<file path="config.mk">
export PLATFORM = sky130hd
export DESIGN_NAME = reg_file_sp
export DESIGN_NICKNAME = d
export VERILOG_FILES = /design/src/rtl/reg_file_sp.sv
export SDC_FILE = /design/constraint.sdc
export NUM_CORES = 1
export LEC_CHECK = 0
export CAP_MARGIN = 0
export CELL_PAD_IN_SITES_DETAIL_PLACEMENT = 0
export CELL_PAD_IN_SITES_GLOBAL_PLACEMENT = 1
export CORE_MARGIN = 1.5
export CORE_UTILIZATION = 40
export CTS_BUF_LIST = sky130_fd_sc_hd__clkbuf_16
export CTS_CLUSTER_SIZE = 16
export DETAILED_ROUTE_END_ITERATION = 7
export DONT_BUFFER_PORTS = 1
export PLACE_DENSITY = 0.72
export SLEW_MARGIN = 15
export SYNTH_ARGS = -nofsm -noshare
export SYNTH_HDL_FRONTEND = slang
export SYNTH_SLANG_ARGS = --single-unit
</file>
<file path="constraint.sdc">
create_clock -name clk -period 2.81 [get_ports clk]
set_input_delay 0.1405 -clock clk [delete_from_list [all_inputs] [get_ports clk]]
set_output_delay 0.1405 -clock clk [all_outputs]
set_load 0.03 [all_outputs]
</file>
<file path="src/rtl/reg_file_sp.sv">
// MiniRISC register file: one write/X-read port, one Y-read port, a stack pointer
// register with bounded push/pop and sticky flags, and a post-reset clear sequence.
module reg_file_sp #(
  parameter int unsigned DATA_W  = 8,
  parameter int unsigned ADDR_W  = 4,
  parameter int unsigned SP_ADDR = 15,
  parameter int unsigned SP_TOP  = 127
) (
  input  logic              clk,
  input  logic              rst,
  input  logic [ADDR_W-1:0] addr_x,
  input  logic              write_en,
  input  logic [DATA_W-1:0] wr_data_x,
  output logic [DATA_W-1:0] rd_data_x,
  input  logic [ADDR_W-1:0] addr_y,
  output logic [DATA_W-1:0] rd_data_y,
  input  logic [1:0]        sp_op,
  input  logic              flag_clr,
  output logic [DATA_W-1:0] sp,
  output logic              sp_ovf,
  output logic              sp_unf,
  output logic              busy
);

  localparam int unsigned DEPTH = 2 ** ADDR_W;
  localparam logic [DATA_W-1:0] SP_TOP_W  = DATA_W'(SP_TOP);
  localparam logic [ADDR_W-1:0] SP_IDX    = ADDR_W'(SP_ADDR);
  localparam logic [ADDR_W-1:0] LAST_IDX  = ADDR_W'(DEPTH - 1);
  localparam logic [1:0]        OP_PUSH   = 2'b01;
  localparam logic [1:0]        OP_POP    = 2'b10;

  typedef enum logic {
    CLEAR = 1'b0,
    RUN   = 1'b1
  } state_e;

  state_e              state_q, state_d;
  logic [ADDR_W-1:0]   clr_cnt_q, clr_cnt_d;
  logic [DATA_W-1:0]   regs_q [DEPTH];
  logic [DATA_W-1:0]   regs_d [DEPTH];
  logic                sp_ovf_q, sp_ovf_d;
  logic                sp_unf_q, sp_unf_d;
  logic [DATA_W-1:0]   sp_cur;
  logic                sp_written;

  // State register; the array itself is only initialised by the clear sequence.
  always_ff @(posedge clk) begin
    if (rst) begin
      state_q   <= CLEAR;
      clr_cnt_q <= '0;
      sp_ovf_q  <= 1'b0;
      sp_unf_q  <= 1'b0;
    end else begin
      state_q   <= state_d;
      clr_cnt_q <= clr_cnt_d;
      sp_ovf_q  <= sp_ovf_d;
      sp_unf_q  <= sp_unf_d;
      regs_q    <= regs_d;
    end
  end

  assign sp_cur     = regs_q[SP_IDX];
  assign sp_written = write_en && (addr_x == SP_IDX);

  // Next-state: clear walk, then normal writes and SP push/pop.
  always_comb begin
    state_d   = state_q;
    clr_cnt_d = clr_cnt_q;
    regs_d    = regs_q;
    sp_ovf_d  = sp_ovf_q;
    sp_unf_d  = sp_unf_q;

    unique case (state_q)
      CLEAR: begin
        regs_d[clr_cnt_q] = (clr_cnt_q == SP_IDX) ? SP_TOP_W : '0;
        clr_cnt_d = clr_cnt_q + ADDR_W'(1);
        if (clr_cnt_q == LAST_IDX) begin
          state_d = RUN;
        end
      end
      RUN: begin
        // Clear first so a same-cycle flag event wins.
        if (flag_clr) begin
          sp_ovf_d = 1'b0;
          sp_unf_d = 1'b0;
        end
        if (write_en) begin
          regs_d[addr_x] = wr_data_x;
        end
        // A software write to SP overrides any stack operation that cycle.
        if (!sp_written) begin
          if (sp_op == OP_PUSH) begin
            if (sp_cur != '0) begin
              regs_d[SP_IDX] = sp_cur - DATA_W'(1);
            end else begin
              sp_ovf_d = 1'b1;
            end
          end else if (sp_op == OP_POP) begin
            if (sp_cur < SP_TOP_W) begin
              regs_d[SP_IDX] = sp_cur + DATA_W'(1);
            end else begin
              sp_unf_d = 1'b1;
            end
          end
        end
      end
      default: state_d = CLEAR;
    endcase
  end

  assign busy      = (state_q == CLEAR);
  assign rd_data_x = busy ? '0 : regs_q[addr_x];
  assign rd_data_y = busy ? '0 : regs_q[addr_y];
  assign sp        = busy ? SP_TOP_W : sp_cur;
  assign sp_ovf    = sp_ovf_q;
  assign sp_unf    = sp_unf_q;

endmodule
</file>
==> results.sh, run 1 <==
export IMPL_p_int_mw=3.40
export IMPL_p_per_area_mw_per_mm2=503
export IMPL_wire_per_inst_um=25.6
export IMPL_maxSlewViolCount=0
export IMPL_gp_congestion=0.845
export IMPL_power_mw=4.30
export IMPL_timing_max_cap_violations=0
export IMPL_postRouteAntennaNets=0
export IMPL_die_h_um=141
export IMPL_design_area_sq_mm=0.00854
export IMPL_clk_pin_slew_worst_paths_ps=60
export IMPL_via_per_inst=6.17
export IMPL_p_sw_uw=900
export IMPL_final_util_pct=45.5
export IMPL_tritoncts="built"
export IMPL_crit_buf_inv=1
export IMPL_grt_pass1_wl_mm=33.0
export IMPL_grt_pass1_vias=5367
export IMPL_drtIter0Drc=674
export IMPL_crit_type="flop to output pin"
export IMPL_clock_latency_ps=420
export IMPL_yosys_warnings=0
export IMPL_avgSynthCellArea_sq_um=12.5
export IMPL_place_area_sq_mm=0.00798
export IMPL_area_growth_pct=11.5
export IMPL_critPathTopFamily="flip-flops"
export IMPL_drive_above_1_share_pct=19.7
export IMPL_slew_headroom_pct=61.5
export IMPL_p_sw_share_pct=20.9
export IMPL_synthTopCellsByArea="edfxtp_1, mux4_2, nor2_1"
export IMPL_comb_power_share_pct=5.6
export IMPL_hold_class="primary input to flop"
export IMPL_dp_worst_setup_slack_ps=736
export IMPL_setup_slack_ps=507
export IMPL_worst_slew_pin_slew_ps=576
export IMPL_htree_num_levels=4
export IMPL_yosysTopAreaCell="edfxtp_1"
export IMPL_post_dp_hpwl_mm=15.3
export IMPL_n_fill_cell=1728
export IMPL_grt_remaining_overflow=0
export IMPL_nets=655
export IMPL_io_buffers=0
export IMPL_die_w_um=141
export IMPL_die_area_sq_mm=0.0200
export IMPL_max_stage_delay_ps=680
export IMPL_antenna_cells=0
export IMPL_fin_crit_ps=2300
export IMPL_postSynthCellCount=611
export IMPL_multi_input_area_sq_mm=0.00342
export IMPL_required_ps=2670
export IMPL_cts_setup_buffers=0
export IMPL_ir_drop_uv=430
export IMPL_crit_slowest_cell="dfxtp_1"
export IMPL_clkPwrFrac_pct=42.9
export IMPL_drc_errors=0
export IMPL_vias=5377
export IMPL_regArea_sq_mm=0.00398
export IMPL_status="completed"
export IMPL_p_leak_nw=2.88
export IMPL_ys_seq_elements=135
export IMPL_grt_max_degree=41
export IMPL_worstPathCellList="nand2_1, o22ai_1, buf_4"
export IMPL_setup_tns_ps=0
export IMPL_worst_hold_slack_ps=50.5
export IMPL_wl_mm=22.3
export IMPL_setup_violations=0
export IMPL_seq_power_share_pct=51.4
export IMPL_fmax_ghz=0.434
export IMPL_coreArea_sq_mm=0.0188
export IMPL_finalClockSkew_ps=6.77
export IMPL_fin_cells=872
export IMPL_seq_area_frac_synth_pct=52.0
export IMPL_fin_crit_sh_pct=81.9
export IMPL_synth_distinct_cells=43
export IMPL_syn_num_nets=639
export IMPL_antenna_found_initial=0
export IMPL_drtPass1Iterations=8
export IMPL_dp_cells=833
export IMPL_grt_use_total_pct=23.0
export IMPL_cts_path_max_buffers=2
export IMPL_row_count=50
export IMPL_cts_sinks=135
export IMPL_synthesis_area_sq_mm=0.00766
export IMPL_cp_arrival_ps=2160
export IMPL_startpoint_type="flop"
export IMPL_finalHoldViolCount=0
export IMPL_critPathMaxFanout=14
export IMPL_cp_end_kind="output pin"
export IMPL_cts_root_buf="clkbuf_16"
export IMPL_ios=49
export IMPL_start_util_pct=40.8
export IMPL_rsz0062_at_grt="no"
export IMPL_cts_buffers_inserted=17
export IMPL_synth_top_cell_area_share_pct=50.2
-- Yosys cell counts, drive strengths merged --
| cell | number |
|---|---|
| nor2 | 144 |
| o21a | 1 |
| a22o | 1 |
| a211oi | 2 |
| and4 | 1 |
| a32oi | 2 |
| a21oi | 22 |
| mux4 | 64 |
| nand3b | 1 |
| nor4b | 1 |
| and3 | 3 |
| o21ai | 30 |
| nor2b | 10 |
| nand3 | 6 |
| o22ai | 16 |
| nor3 | 3 |
| mux2 | 1 |
| ha | 6 |
| mux2i | 35 |
| o2111ai | 1 |
| nand2 | 38 |
| nor3b | 2 |
| o31ai | 2 |
| and2 | 5 |
| xor2 | 4 |
| edfxtp | 128 |
| a22oi | 2 |
| nand2b | 7 |
| nand4 | 4 |
| clkbuf | 9 |
| inv | 9 |
| xnor2 | 2 |
| a31oi | 6 |
| dfxtp | 7 |
| buf | 36 |
-- layout by cell type, fill, tap and decap left out, types with 10 or more instances in the layout --
cell / synthesis / layout
a21oi_1: 22 / 22
buf_4: 6 / 33
clkbuf_16: 0 / 17
edfxtp_1: 128 / 128
inv_1: 9 / 13
mux2i_1: 35 / 35
mux4_2: 64 / 64
nand2_1: 38 / 38
nor2_1: 144 / 144
nor2b_1: 10 / 10
o21ai_0: 30 / 30
o22ai_1: 16 / 16
-- worst paths after layout --
kind | start | cells past startpoint | end | slack, ps
worst max-delay path | state_q$_SDFF_PP0_ | 3 | rd_data_y[5] | 510
worst min-delay path | wr_data_x[1] | 2 | sp_cur[1]$_DFFE_PP_ | 50
worst max register to register | clr_cnt_q[0]$_SDFFE_PP0N_ | 6 | sp_cur[6]$_DFFE_PP_ | 690
worst min register to register | clr_cnt_q[1]$_SDFFE_PP0N_ | 2 | clr_cnt_q[1]$_SDFFE_PP0N_ | 580
-- registers in the layout, indices dropped and copies added, names as in the netlist --
name       flops
state_q        1
sp_ovf         1
sp_cur         8
regs_q       120
clr_cnt_q      4
sp_unf         1
-- cell families (layout without fill, tap and decap cells) --
group,Yosys count,in the layout,share of synthesized area (%)
and+or+nand+nor,225,225,12.9
DFF,135,135,52.0
muxes,100,100,23.5
AOI/OAI and AO/OA,85,85,6.50
buffers and inverters,54,81,3.40
adders and majority gates,6,6,0.980
xor gates and xnor gates,6,6,0.686
-- what timing repair did --
item                      4_1_cts  5_1_grt
hold endpoints to repair       12        0
gates resized for setup         0        0
hold buffers                    9        0
-- power groups by stage --
stage	combinational (mW)	sequential, mW	clock, mW
global route	0.255	2.21	1.94
CTS	0.243	2.21	1.86
global placement	0.227	2.25	0
floorplan	0.227	2.25	0
detailed placement	0.231	2.25	0
finish	0.242	2.21	1.85
-- layout make-up --
| class | count | area share (%) |
|---|---|---|
| multi-input combinational | 422 | 40.0 |
| tap | 234 | 3.43 |
| clock buffer | 17 | 4.98 |
| timing repair buffer | 42 | 3.95 |
| inverter | 9 | 0.395 |
| sequential | 135 | 46.6 |
| clock inverter | 13 | 0.615 |
-- per-layer routing --
metal | wire [um] | track usage, % | vias up
li1 | - | - | 2344
met1 | 8560 | 29.2 | 2723
met2 | 11300 | 39.1 | 277
met3 | 2060 | 5.64 | 33
met4 | 405 | 7.27 | 0
met5 | 0 | 0 | -
No activity file was read; power rests on OpenSTA's default activity.
==> run 2, diff against run 1 <==
--- a/config.mk
+++ b/config.mk
@@ -5,6 +5,7 @@
 export SDC_FILE = /design/constraint.sdc
 export NUM_CORES = 1
 export LEC_CHECK = 0
+export ABC_AREA = 1
 export CAP_MARGIN = 0
 export CELL_PAD_IN_SITES_DETAIL_PLACEMENT = 0
 export CELL_PAD_IN_SITES_GLOBAL_PLACEMENT = 1
@@ -14,7 +15,7 @@
 export CTS_CLUSTER_SIZE = 16
 export DETAILED_ROUTE_END_ITERATION = 7
 export DONT_BUFFER_PORTS = 1
-export PLACE_DENSITY = 0.72
+export PLACE_DENSITY = 0.76
 export SLEW_MARGIN = 15
 export SYNTH_ARGS = -nofsm -noshare
 export SYNTH_HDL_FRONTEND = slang
==> constraint.sdc (replaced) <==
create_clock -name clk -period 2.4 [get_ports clk]
set_input_delay 0.12 -clock clk [delete_from_list [all_inputs] [get_ports clk]]
set_output_delay 0.12 -clock clk [all_outputs]
set_load 0.03 [all_outputs]
==> results.sh, run 2 <==
export IMPL_synth_top_cell_area_share_pct=48.9
export IMPL_rr_endpoint="sp_cur[4]$_DFFE_PP_"
export IMPL_required_ps=2280
export IMPL_maxSlewViolCount=0
export IMPL_power_mw=5.71
export IMPL_final_cell_mix="nor2_1, nand2_1, edfxtp_1"
export IMPL_tritoncts="built"
export IMPL_synth_distinct_cells=31
export IMPL_yosysMostFrequentCell="nor2_1"
export IMPL_finalClockSkew_ps=6.94
export IMPL_ys_flop_type="edfxtp_1"
export IMPL_timing_max_cap_violations=0
export IMPL_reg2reg_from="sp_cur[1]$_DFFE_PP_"
export IMPL_ios=49
export IMPL_hold_path_depth=2
export IMPL_clock_latency_ps=430
export IMPL_drtIter0Drc=843
export IMPL_cp_end_kind="output pin"
export IMPL_yosys_warnings=0
export IMPL_grt_use_total_pct=27.5
export IMPL_io_buffers=0
export IMPL_synth_edf_count=128
export IMPL_drive_above_1_share_pct=9.61
export IMPL_post_dp_hpwl_mm=18.0
export IMPL_cts_root_buf="clkbuf_16"
export IMPL_area_growth_pct=14.8
export IMPL_ir_drop_uv=524
export IMPL_drtPass1Iterations=6
export IMPL_synthTopCellsByArea="edfxtp_1, nor2_1, o21ai_0"
export IMPL_antenna_found_initial=1
export IMPL_synth_common_cells="nor2_1, nand2_1, edfxtp_1, o21ai_0, inv_1"
export IMPL_wire_per_inst_um=21.6
export IMPL_async_flop_share_pct=0
export IMPL_setup_tns_ps=0
export IMPL_cts_buffers_inserted=17
export IMPL_drc_errors=0
export IMPL_antenna_cells=0
export IMPL_critPathMaxFanout=9
export IMPL_fin_crit_sh_pct=94.0
export IMPL_finalHoldViolCount=0
export IMPL_grt_remaining_overflow=0
export IMPL_seq_area_frac_synth_pct=50.7
export IMPL_ys_seq_elements=135
export IMPL_cts_setup_buffers=0
export IMPL_largest_reg_flops=120
export IMPL_status="completed"
export IMPL_die_area_sq_mm=0.0205
export IMPL_coreArea_sq_mm=0.0194
export IMPL_via_per_inst=5.75
export IMPL_layout_commonest_cell="nor2_1"
export IMPL_design_area_sq_mm=0.00902
export IMPL_avgSynthCellArea_sq_um=8.20
export IMPL_grt_pass1_vias=6962
export IMPL_htree_num_levels=4
export IMPL_n_fill_cell=1919
export IMPL_hold_class="primary input to flop"
export IMPL_nets=1004
export IMPL_holdPathEnd="sp_cur[7]$_DFFE_PP_"
export IMPL_gp_congestion=0.956
export IMPL_p_per_area_mw_per_mm2=633
export IMPL_fmax_ghz=0.443
export IMPL_syn_num_nets=987
export IMPL_postSynthCellCount=959
export IMPL_hold_start="wr_data_x[7]"
export IMPL_row_count=51
export IMPL_postRouteAntennaNets=0
export IMPL_fin_cells=1254
export IMPL_vias=7213
export IMPL_dp_cells=1213
export IMPL_cp_arrival_ps=2140
export IMPL_clk_pin_slew_worst_paths_ps=60
export IMPL_final_util_pct=46.5
export IMPL_die_w_um=143
export IMPL_largest_register="regs_q"
export IMPL_fin_crit_ps=2260
export IMPL_place_area_sq_mm=0.00833
export IMPL_slew_headroom_pct=52.8
export IMPL_startpoint_type="flop"
export IMPL_crit_type="flop to output pin"
export IMPL_die_h_um=143
export IMPL_wl_mm=27.1
export IMPL_r2r_setup_slack_ps=410
export IMPL_p_leak_nw=3.33
export IMPL_worst_slew_pin_slew_ps=708
export IMPL_rsz0062_at_grt="no"
export IMPL_worstRegToRegCells=11
export IMPL_grt_pass1_wl_mm=41.0
export IMPL_grt_max_degree=75
export IMPL_cts_sinks=135
export IMPL_yosysTopAreaCell="edfxtp_1"
export IMPL_cts_path_max_buffers=2
export IMPL_synthesis_area_sq_mm=0.00786
export IMPL_setup_violations=0
export IMPL_start_util_pct=40.5
run 2: critical path, stage by stage (launching register included):
cell	delay [ps]
edfxtp_1	430
clkinv_1	280
nand2_1	130
o211ai_1	100
nand3_1	90
nand3_1	110
a21oi_1	320
buf_4	230
run 2: layout make-up:
class                      count  area [sq um]  share of cell area (%)
timing repair buffer          57           488                    5.41
tap                          265           332                    3.67
clock buffer                  17           425                    4.71
sequential                   135          3980                    44.1
inverter                      73           274                    3.04
multi-input combinational    692          3350                    37.1
clock inverter                15           175                    1.94
run 2: worst max path at each step:
stage,start,endpoint,slack (ps),cells after the start
2_1_floorplan,addr_x[2],regs_q[100]$_DFFE_PP_,550,5
3_3_place_gp,sp_cur[0]$_DFFE_PP_,sp_cur[1]$_DFFE_PP_,410,9
3_5_place_dp,state_q$_SDFF_PP0_,regs_q[30]$_DFFE_PP_,440,4
4_1_cts,sp_cur[5]$_DFFE_PP_,rd_data_y[5],140,7
5_1_grt,sp_cur[7]$_DFFE_PP_,rd_data_y[7],10,7
6_report,sp_cur[7]$_DFFE_PP_,rd_data_y[7],140,7
run 2: timing repair:
action	in CTS	in global routing
endpoints found under the setup margin	0	0
gates resized for setup	0	0
hold buffers	9	0
endpoints found under the hold margin	14	0
run 2: cells by family (layout without fill, tap and decap cells):
kind of cell | count (synthesis) | count (layout) | synth area share (%)
flops | 135 | 135 | 50.7
simple gates | 423 | 423 | 21.4
fa+ha+maj | 6 | 6 | 0.955
xor+xnor | 1 | 1 | 0.111
compound gates | 262 | 262 | 20.0
buf+inv | 132 | 162 | 6.86
run 2: where the power goes:
part	total, mW	internal [mW]	leakage (nW)	switching, mW
sequential	2.59	2.57	1.35	0.0155
combinational	0.451	0.143	1.69	0.309
clock	2.67	1.63	0.291	1.04
run 2: stage by stage:
step / hold slack [ps] / worst slack, ps
3_3_place_gp: 193 / 414
6_report: 29.2 / 145
2_1_floorplan: 355 / 549
4_1_cts: 18.2 / 140
3_5_place_dp: 195 / 438
5_1_grt: 13.9 / 13.3
run 2: routing by layer:
layer  GRT usage (%)  wire [um]
met1            36.2      11000
met2            43.9      12800
met3            4.80       2270
met4            13.7       1110
met5               0         12
